==> config.mk <==
export PLATFORM = sky130hd
export DESIGN_NAME = dmem_access_arbiter
export DESIGN_NICKNAME = d
export VERILOG_FILES = /design/src/rtl/dmem_access_arbiter.sv
export SDC_FILE = /design/constraint.sdc
export NUM_CORES = 1
export LEC_CHECK = 0
export CAP_MARGIN = 20
export CELL_PAD_IN_SITES_DETAIL_PLACEMENT = 0
export CELL_PAD_IN_SITES_GLOBAL_PLACEMENT = 1
export CORE_MARGIN = 2
export CORE_UTILIZATION = 25
export CTS_BUF_LIST = sky130_fd_sc_hd__clkbuf_8
export DETAILED_ROUTE_END_ITERATION = 7
export HOLD_SLACK_MARGIN = 0.02
export PLACE_DENSITY = 0.93
export SLEW_MARGIN = 0
export SYNTH_ARGS = -nofsm -noshare
export SYNTH_HDL_FRONTEND = slang
export SYNTH_SLANG_ARGS = --single-unit
==> constraint.sdc <==
create_clock -name clk -period 2.2 [get_ports clk]
set_input_delay 0.44 -clock clk [delete_from_list [all_inputs] [get_ports clk]]
set_output_delay 0.44 -clock clk [all_outputs]
set_load 0.005 [all_outputs]
==> src/rtl/dmem_access_arbiter.sv <==
// ============================================================================
// dmem_access_arbiter: shares a single-port data memory between MEM stage and debug port
// Revision: 1.0
// ============================================================================
`default_nettype none

module dmem_access_arbiter #(
    parameter int DATA_W   = 8,
    parameter int ADDR_W   = 8,
    parameter int MAX_WAIT = 4
) (
    input  logic              clk,
    input  logic              reset,
    input  logic              pl_req_i,
    input  logic              pl_rw_i,
    input  logic [ADDR_W-1:0] pl_addr_i,
    input  logic [DATA_W-1:0] pl_wdata_i,
    output logic [DATA_W-1:0] pl_rdata_o,
    output logic              pl_stall_o,
    input  logic              dbg_req_i,
    input  logic              dbg_rw_i,
    input  logic [ADDR_W-1:0] dbg_addr_i,
    input  logic [DATA_W-1:0] dbg_wdata_i,
    output logic              dbg_gnt_o,
    output logic [DATA_W-1:0] dbg_rdata_o,
    output logic              dbg_rvalid_o,
    output logic              mem_en_o,
    output logic              mem_rw_o,
    output logic [ADDR_W-1:0] mem_addr_o,
    output logic [DATA_W-1:0] mem_wdata_o,
    input  logic [DATA_W-1:0] mem_rdata_i
);

    localparam int                CNT_W     = $clog2(MAX_WAIT + 1);
    localparam logic [CNT_W-1:0]  C_MAX_CNT = CNT_W'(MAX_WAIT);

    typedef enum logic [1:0] {
        OWN_NONE   = 2'd0,
        OWN_PL_RD  = 2'd1,
        OWN_DBG_RD = 2'd2
    } owner_t;

    owner_t             owner_q, owner_d;
    logic [CNT_W-1:0]   starve_q, starve_d;
    logic [DATA_W-1:0]  pl_hold_q, pl_hold_d;
    logic [DATA_W-1:0]  dbg_hold_q, dbg_hold_d;

    logic w_dbg_win;
    logic w_pl_win;
    logic w_pl_ret;
    logic w_dbg_ret;

    // Reset suppresses every grant so no access reaches the memory while held.
    assign w_dbg_win = !reset && dbg_req_i && (!pl_req_i || (starve_q == C_MAX_CNT));
    assign w_pl_win  = !reset && pl_req_i && !w_dbg_win;
    assign w_pl_ret  = !reset && (owner_q == OWN_PL_RD);
    assign w_dbg_ret = !reset && (owner_q == OWN_DBG_RD);

    always_comb begin
        mem_en_o    = 1'b0;
        mem_rw_o    = 1'b0;
        mem_addr_o  = '0;
        mem_wdata_o = '0;
        if (w_dbg_win) begin
            mem_en_o    = 1'b1;
            mem_rw_o    = dbg_rw_i;
            mem_addr_o  = dbg_addr_i;
            mem_wdata_o = dbg_wdata_i;
        end else if (w_pl_win) begin
            mem_en_o    = 1'b1;
            mem_rw_o    = pl_rw_i;
            mem_addr_o  = pl_addr_i;
            mem_wdata_o = pl_wdata_i;
        end
    end

    assign pl_stall_o   = pl_req_i && w_dbg_win;
    assign dbg_gnt_o    = w_dbg_win;
    assign dbg_rvalid_o = w_dbg_ret;
    assign pl_rdata_o   = w_pl_ret  ? mem_rdata_i : pl_hold_q;
    assign dbg_rdata_o  = w_dbg_ret ? mem_rdata_i : dbg_hold_q;

    always_comb begin
        owner_d    = OWN_NONE;
        starve_d   = starve_q;
        pl_hold_d  = pl_hold_q;
        dbg_hold_d = dbg_hold_q;

        if (w_dbg_win && !dbg_rw_i) begin
            owner_d = OWN_DBG_RD;
        end else if (w_pl_win && !pl_rw_i) begin
            owner_d = OWN_PL_RD;
        end

        if (!dbg_req_i || w_dbg_win) begin
            starve_d = '0;
        end else if (starve_q != C_MAX_CNT) begin
            starve_d = starve_q + CNT_W'(1);
        end

        if (w_pl_ret) begin
            pl_hold_d = mem_rdata_i;
        end
        if (w_dbg_ret) begin
            dbg_hold_d = mem_rdata_i;
        end
    end

    always_ff @(posedge clk) begin
        if (reset) begin
            owner_q    <= OWN_NONE;
            starve_q   <= '0;
            pl_hold_q  <= '0;
            dbg_hold_q <= '0;
        end else begin
            owner_q    <= owner_d;
            starve_q   <= starve_d;
            pl_hold_q  <= pl_hold_d;
            dbg_hold_q <= dbg_hold_d;
        end
    end

endmodule

`default_nettype wire

# Word level (Yosys, flattened, before mapping)

Cells that the tools add are included.

Shifts and indexed selects: 0
Multiplexer cells: 12
Add/sub/neg operators: 1
Divide/modulo/power cells: 0
Multiply operators: 0
Reductions and logical operators: 19
Eq/ne operators: 4
Bitwise gates (word level): 0
Magnitude comparators: 0

Operators with widths:

| operator              | number |
|---|---|
| $mux W8               | 6 |
| $logic_and A1 B1 Y1   | 9 |
| $logic_not A1 Y1      | 6 |
| $mux W1               | 5 |
| $reduce_or A2 Y1      | 2 |
| $add A3 B1 Y3 const B | 1 |
| $eq A3 B3 Y1 const B  | 1 |
| $ne A3 B3 Y1 const B  | 1 |
| $eq A2 B1 Y1 const B  | 1 |
| $eq A2 B2 Y1 const B  | 1 |
| $logic_or A1 B1 Y1    | 2 |
| $mux W2               | 1 |

Word-level logic and storage cells: 41
Memories: 0
Output and inout bits: 37
Memory bits (read-only): 0
RAM bits: 0
Register bits: 21
Latch bits: 0

# Logic depth before layout (Yosys ltp)

Depth after elaboration: 8
Mapped depth: 7
Gate-level depth less buffers: 5

# Worst setup path after synthesis

Ideal clock, no wire load.

Kind: flip-flop to output port
Start point: register starve_q[0]
End point: output port mem_addr_o[1]
Slack: 506 ps
Path buffers: 2
Stages on the path, launching flop included: 8
Required time: 1760 ps
Arrival time: 1254 ps
Cells stage by stage: dfxtp_1 -> inv_1 -> ha_1 -> nand3_1 -> and3b_1 -> buf_6 -> buf_6 -> a22o_1

Longest elaborated chain between the ends: 7

RTL lines:

| element                 | line | source |
|---|---|---|
| from (decl)             | 44   | `logic [CNT_W-1:0] starve_q, starve_d;` |
| from (signal assigned)  | 117  | `starve_q <= starve_d;` |
| $eq A3 B3 Y1 (*)        | 54   | `assign w_dbg_win = !reset && dbg_req_i && (!pl_req_i \|\| (starve_q == C_MAX_CNT));` |
| $logic_or A1 B1 Y1 (*)  | 54   |  |
| $logic_and A1 B1 Y1 (*) | 54   |  |
| $logic_not A1 Y1        | 55   | `assign w_pl_win = !reset && pl_req_i && !w_dbg_win;` |
| $logic_and A1 B1 Y1     | 55   |  |
| $mux W8                 | 69   | `end else if (w_pl_win) begin` |
| $mux W8 (*)             | 64   | `if (w_dbg_win) begin` |
| to (decl)               | 29   | `output logic [ADDR_W-1:0] mem_addr_o,` |

Mark *: on every way between the ends. The rest lies on a longest branch, timed or not.

# Worst setup path after layout

Start point: register owner_q[0]
End point: output port dbg_rdata_o[5]

Longest elaborated chain between the ends: 3

RTL lines:

| element                | line | source |
|---|---|---|
| from (decl)            | 43   | `owner_t owner_q, owner_d;` |
| from (signal assigned) | 116  | `owner_q <= owner_d;` |
| $eq A2 B2 Y1           | 57   | `assign w_dbg_ret = !reset && (owner_q == OWN_DBG_RD);` |
| $logic_and A1 B1 Y1    | 57   |  |
| $mux W8                | n/a  |  |
| to (decl)              | 25   | `output logic [DATA_W-1:0] dbg_rdata_o,` |

No other way between the ends.

==> results.py <==
metrics = {
    "logic_synthesis": {
        "synthDistinctLibCells": 26,
        "ys_seq_area_share_pct": 34.2,
        "synth-xor-area-share_pct": 0,
        "syn_area_per_cell_um2": 8.78,
        "syn_nets": 188,
        "syn_area_um2": 1230,
        "synth_top_family_by_area": "simple AND/OR/NAND/NOR gates",
        "yosys.area_share.simple_pct": 22.1,
        "ys_warn_count": 0,
        "netlist_instances": 140,
        "synthMuxAreaShare_pct": 15.5,
        "synth-compound-area-share_pct": 20.1,
        "synthAdderAreaFrac_pct": 2.04,
        "ys_ff_latch": 21,
    },
    "cts": {
        "cts_tree": "built",
        "clock_path_buffers": 2,
        "numCtsBuffers": 3,
        "clk_latency_ns": 0.26,
        "htreeDepth": 1,
        "holdBufCountCts": 0,
        "cts.sinks": 21,
        "clk_pin_slew_ns": 0.08,
        "clockRootBuffer": "clkbuf_8",
    },
    "sta": {
        "finalCriticalPeriod_ns": 2.15,
        "max-slew-margin-rel_pct": 58.5,
        "drv_slew": 0,
        "max_slew.worst_pin.slew_ns": 0.621,
        "hold_viol": 0,
        "fmax_mhz": 465,
        "setup_viol": 0,
        "fin_crit_sh_pct": 97.7,
        "fin_skew_ns": 0.00432,
        "rsz0062_at_grt": "yes",
    },
    "floorplan": {
        "ioPinCount": 83,
        "die_area_um2": 5490,
        "start_util_pct": 26.0,
        "die_x_um": 74.1,
        "chipHeight_um": 74.1,
        "rows": 25,
        "core_region_area_um2": 4720,
    },
    "worst_setup_path": {
        "path_max_fanout": 5,
        "start_kind": "flop",
        "arrival_ns": 1.71,
        "timing.critical_path.from": "owner_q[0]$_SDFF_PP0_",
        "crit_type": "reg -> out",
        "worstPathRequired_ns": 1.76,
        "r2r-start": "starve_q[0]$_SDFFE_PP0N_",
        "cp-end-kind": "output pin",
    },
    "final_layout": {
        "final_area_um2": 2390,
        "area_growth_pct": 94.4,
        "regArea_um2": 425,
        "instances_no_fill": 316,
        "drive_gt1_share_pct": 30.5,
        "n_fill_cell": 453,
        "multi_input_area_um2": 785,
        "layout.nets": 298,
        "fin_util_pct": 50.6,
        "antenna_cells": 0,
    },
    "pwr": {
        "irDropWorstVdd_mv": 0.209,
        "leakage_nw": 1.09,
        "power_density_nw_per_um2": 380,
    },
    "placed_design": {
        "dp_hpwl_um": 2680,
        "dp_cells": 295,
        "place.gp.congestion": 0.859,
        "port_buffers": 82,
        "postPlaceCellArea_um2": 2210,
    },
    "route": {
        "num_vias": 1421,
        "drc": 0,
        "totalWireLength_um": 3720,
        "drt_pass1_iterations": 4,
        "wl_per_cell_um": 11.8,
        "vias_per_cell": 4.50,
        "ant_nets": 0,
        "drt_iter0_markers": 56,
    },
    "grt": {
        "grt_overflow_total": 0,
        "antenna_found_initial": 0,
        "grt_max_degree": 18,
        "grt_pass1_vias": 1348,
        "grt_pass1_wl_um": 6090,
        "track_usage_pct": 14.1,
    },
    "hold_path": {
        "hold_start": "pl_hold_q[7]$_SDFF_PP0_",
        "hp-class": "reg -> reg",
    },
    "job": {
        "maxCapViolCount": 0,
    },
    "status": {
        "status": "complete, no violations",
    },
}
worst max-delay path: stages, from the launching register on:
cell	delay, ns
dfxtp_2	0.35
nand2b_4	0.18
nor2_8	0.13
mux2_2	0.35
clkdlybuf4s50_1	0.44
cells by family after synthesis:
group                    after synthesis
adder cells (fa/ha/maj)                2
multiplexers                          17
AO/OA/AOI/OAI                         35
flip-flops                            21
AND/OR/NAND/NOR                       53
buffers and inverters                 12
cells in the final DEF (no fill, tap or decap), types with 2 or more instances in the layout:
| cell | synthesis | final |
|---|---|---|
| a21oi_1 | 17 | 17 |
| a22o_1 | 16 | 16 |
| buf_12 | 0 | 3 |
| buf_4 | 1 | 26 |
| buf_6 | 3 | 2 |
| clkbuf_2 | 0 | 8 |
| clkbuf_8 | 0 | 3 |
| clkdlybuf4s15_1 | 0 | 8 |
| clkdlybuf4s50_1 | 0 | 46 |
| dfxtp_1 | 21 | 17 |
| dfxtp_2 | 0 | 4 |
| dlygate4sd2_1 | 0 | 17 |
| dlymetal6s2s_1 | 0 | 2 |
| inv_2 | 0 | 2 |
| mux2_2 | 15 | 14 |
| nand2_1 | 32 | 32 |
| nand2b_4 | 1 | 3 |
| nand3_1 | 3 | 3 |
| nor2_1 | 3 | 3 |
| nor2_4 | 2 | 3 |
| nor2b_1 | 3 | 3 |
| nor3_1 | 3 | 3 |
power breakdown:
| part | switching [mW] | total, mW | internal, mW | leakage, nW |
|---|---|---|---|---|
| Sequential | 0.00596 | 0.396 | 0.390 | 0.172 |
| Clock | 0.126 | 0.252 | 0.126 | 0.0255 |
| Combinational | 0.0892 | 0.260 | 0.170 | 0.888 |
| Total | 0.221 | 0.908 | 0.687 | 1.09 |
final timing paths:
check / end / slack [ns] / cells past startpoint
min reg2reg: pl_hold_q[7]$_SDFF_PP0_ / 0.45 / 2
max: dbg_rdata_o[5] / 0.05 / 4
max reg2reg: owner_q[0]$_SDFF_PP0_ / 0.94 / 6
min: pl_hold_q[7]$_SDFF_PP0_ / 0.45 / 2
area by class of cell:
type | instances | area share, %
inverter | 3 | 0.471
tap | 67 | 3.51
sequential | 21 | 17.8
multi-input combinational | 108 | 32.8
clock inverter | 1 | 0.210
timing repair buffer | 113 | 43.4
clock buffer | 3 | 1.73
registers in the layout, summed over array words and instances, names as in the netlist:
register	flops
owner_q	2
pl_hold_q	8
starve_q	3
dbg_hold_q	8
timing repair:
action                                  4_1_cts  5_1_grt
pin swaps                                     7        3
gates cloned                                  1        0
buffers inserted                             14        2
endpoints found under the setup margin       37       20
gates resized for setup                      65       14
per-stage QoR:
step           power [mW]  hold WS (ns)  setup WS [ns]  TNS (ns)
3_5_place_dp        0.667         0.444         -0.456    -12.61
5_1_grt             0.953         0.467        -0.0278   -0.0278
6_report            0.908         0.455         0.0504         0
3_3_place_gp        0.665         0.440         -0.430    -12.06
2_1_floorplan       0.487         0.428          0.506         0
4_1_cts             0.925         0.455        0.00160         0
cells in the mapped netlist:
cell type / n / area share, %
nor3b_1: 1 / 0.61
a21bo_2: 1 / 0.81
nor2_4: 2 / 1.8
nand2b_1: 2 / 1.0
nor2_1: 3 / 0.92
mux2i_1: 1 / 0.81
a21boi_2: 1 / 0.92
nor2_8: 1 / 1.6
inv_1: 3 / 0.92
a21oi_1: 17 / 6.9
buf_4: 1 / 0.61
and2_1: 1 / 0.51
nand2b_4: 1 / 1.1
nand3_1: 3 / 1.2
dfxtp_1: 21 / 34
nor2b_1: 3 / 1.5
and3b_1: 1 / 0.71
nor3_1: 3 / 1.2
nand2_1: 32 / 9.8
ha_1: 2 / 2.0
buf_2: 3 / 1.2
buf_6: 3 / 2.7
clkbuf_1: 2 / 0.61
mux2_2: 15 / 14
a22o_1: 16 / 11
mux2_1: 1 / 0.92
per-layer routing:
metal	global-route usage [%]	wire, µm	up-vias
met4	2.22	8	0
met2	25.9	1960	48
li1	-	-	713
met1	16.5	1510	658
met5	0	0	-
met3	4.34	231	2
Power figures use the tool's default switching activity.
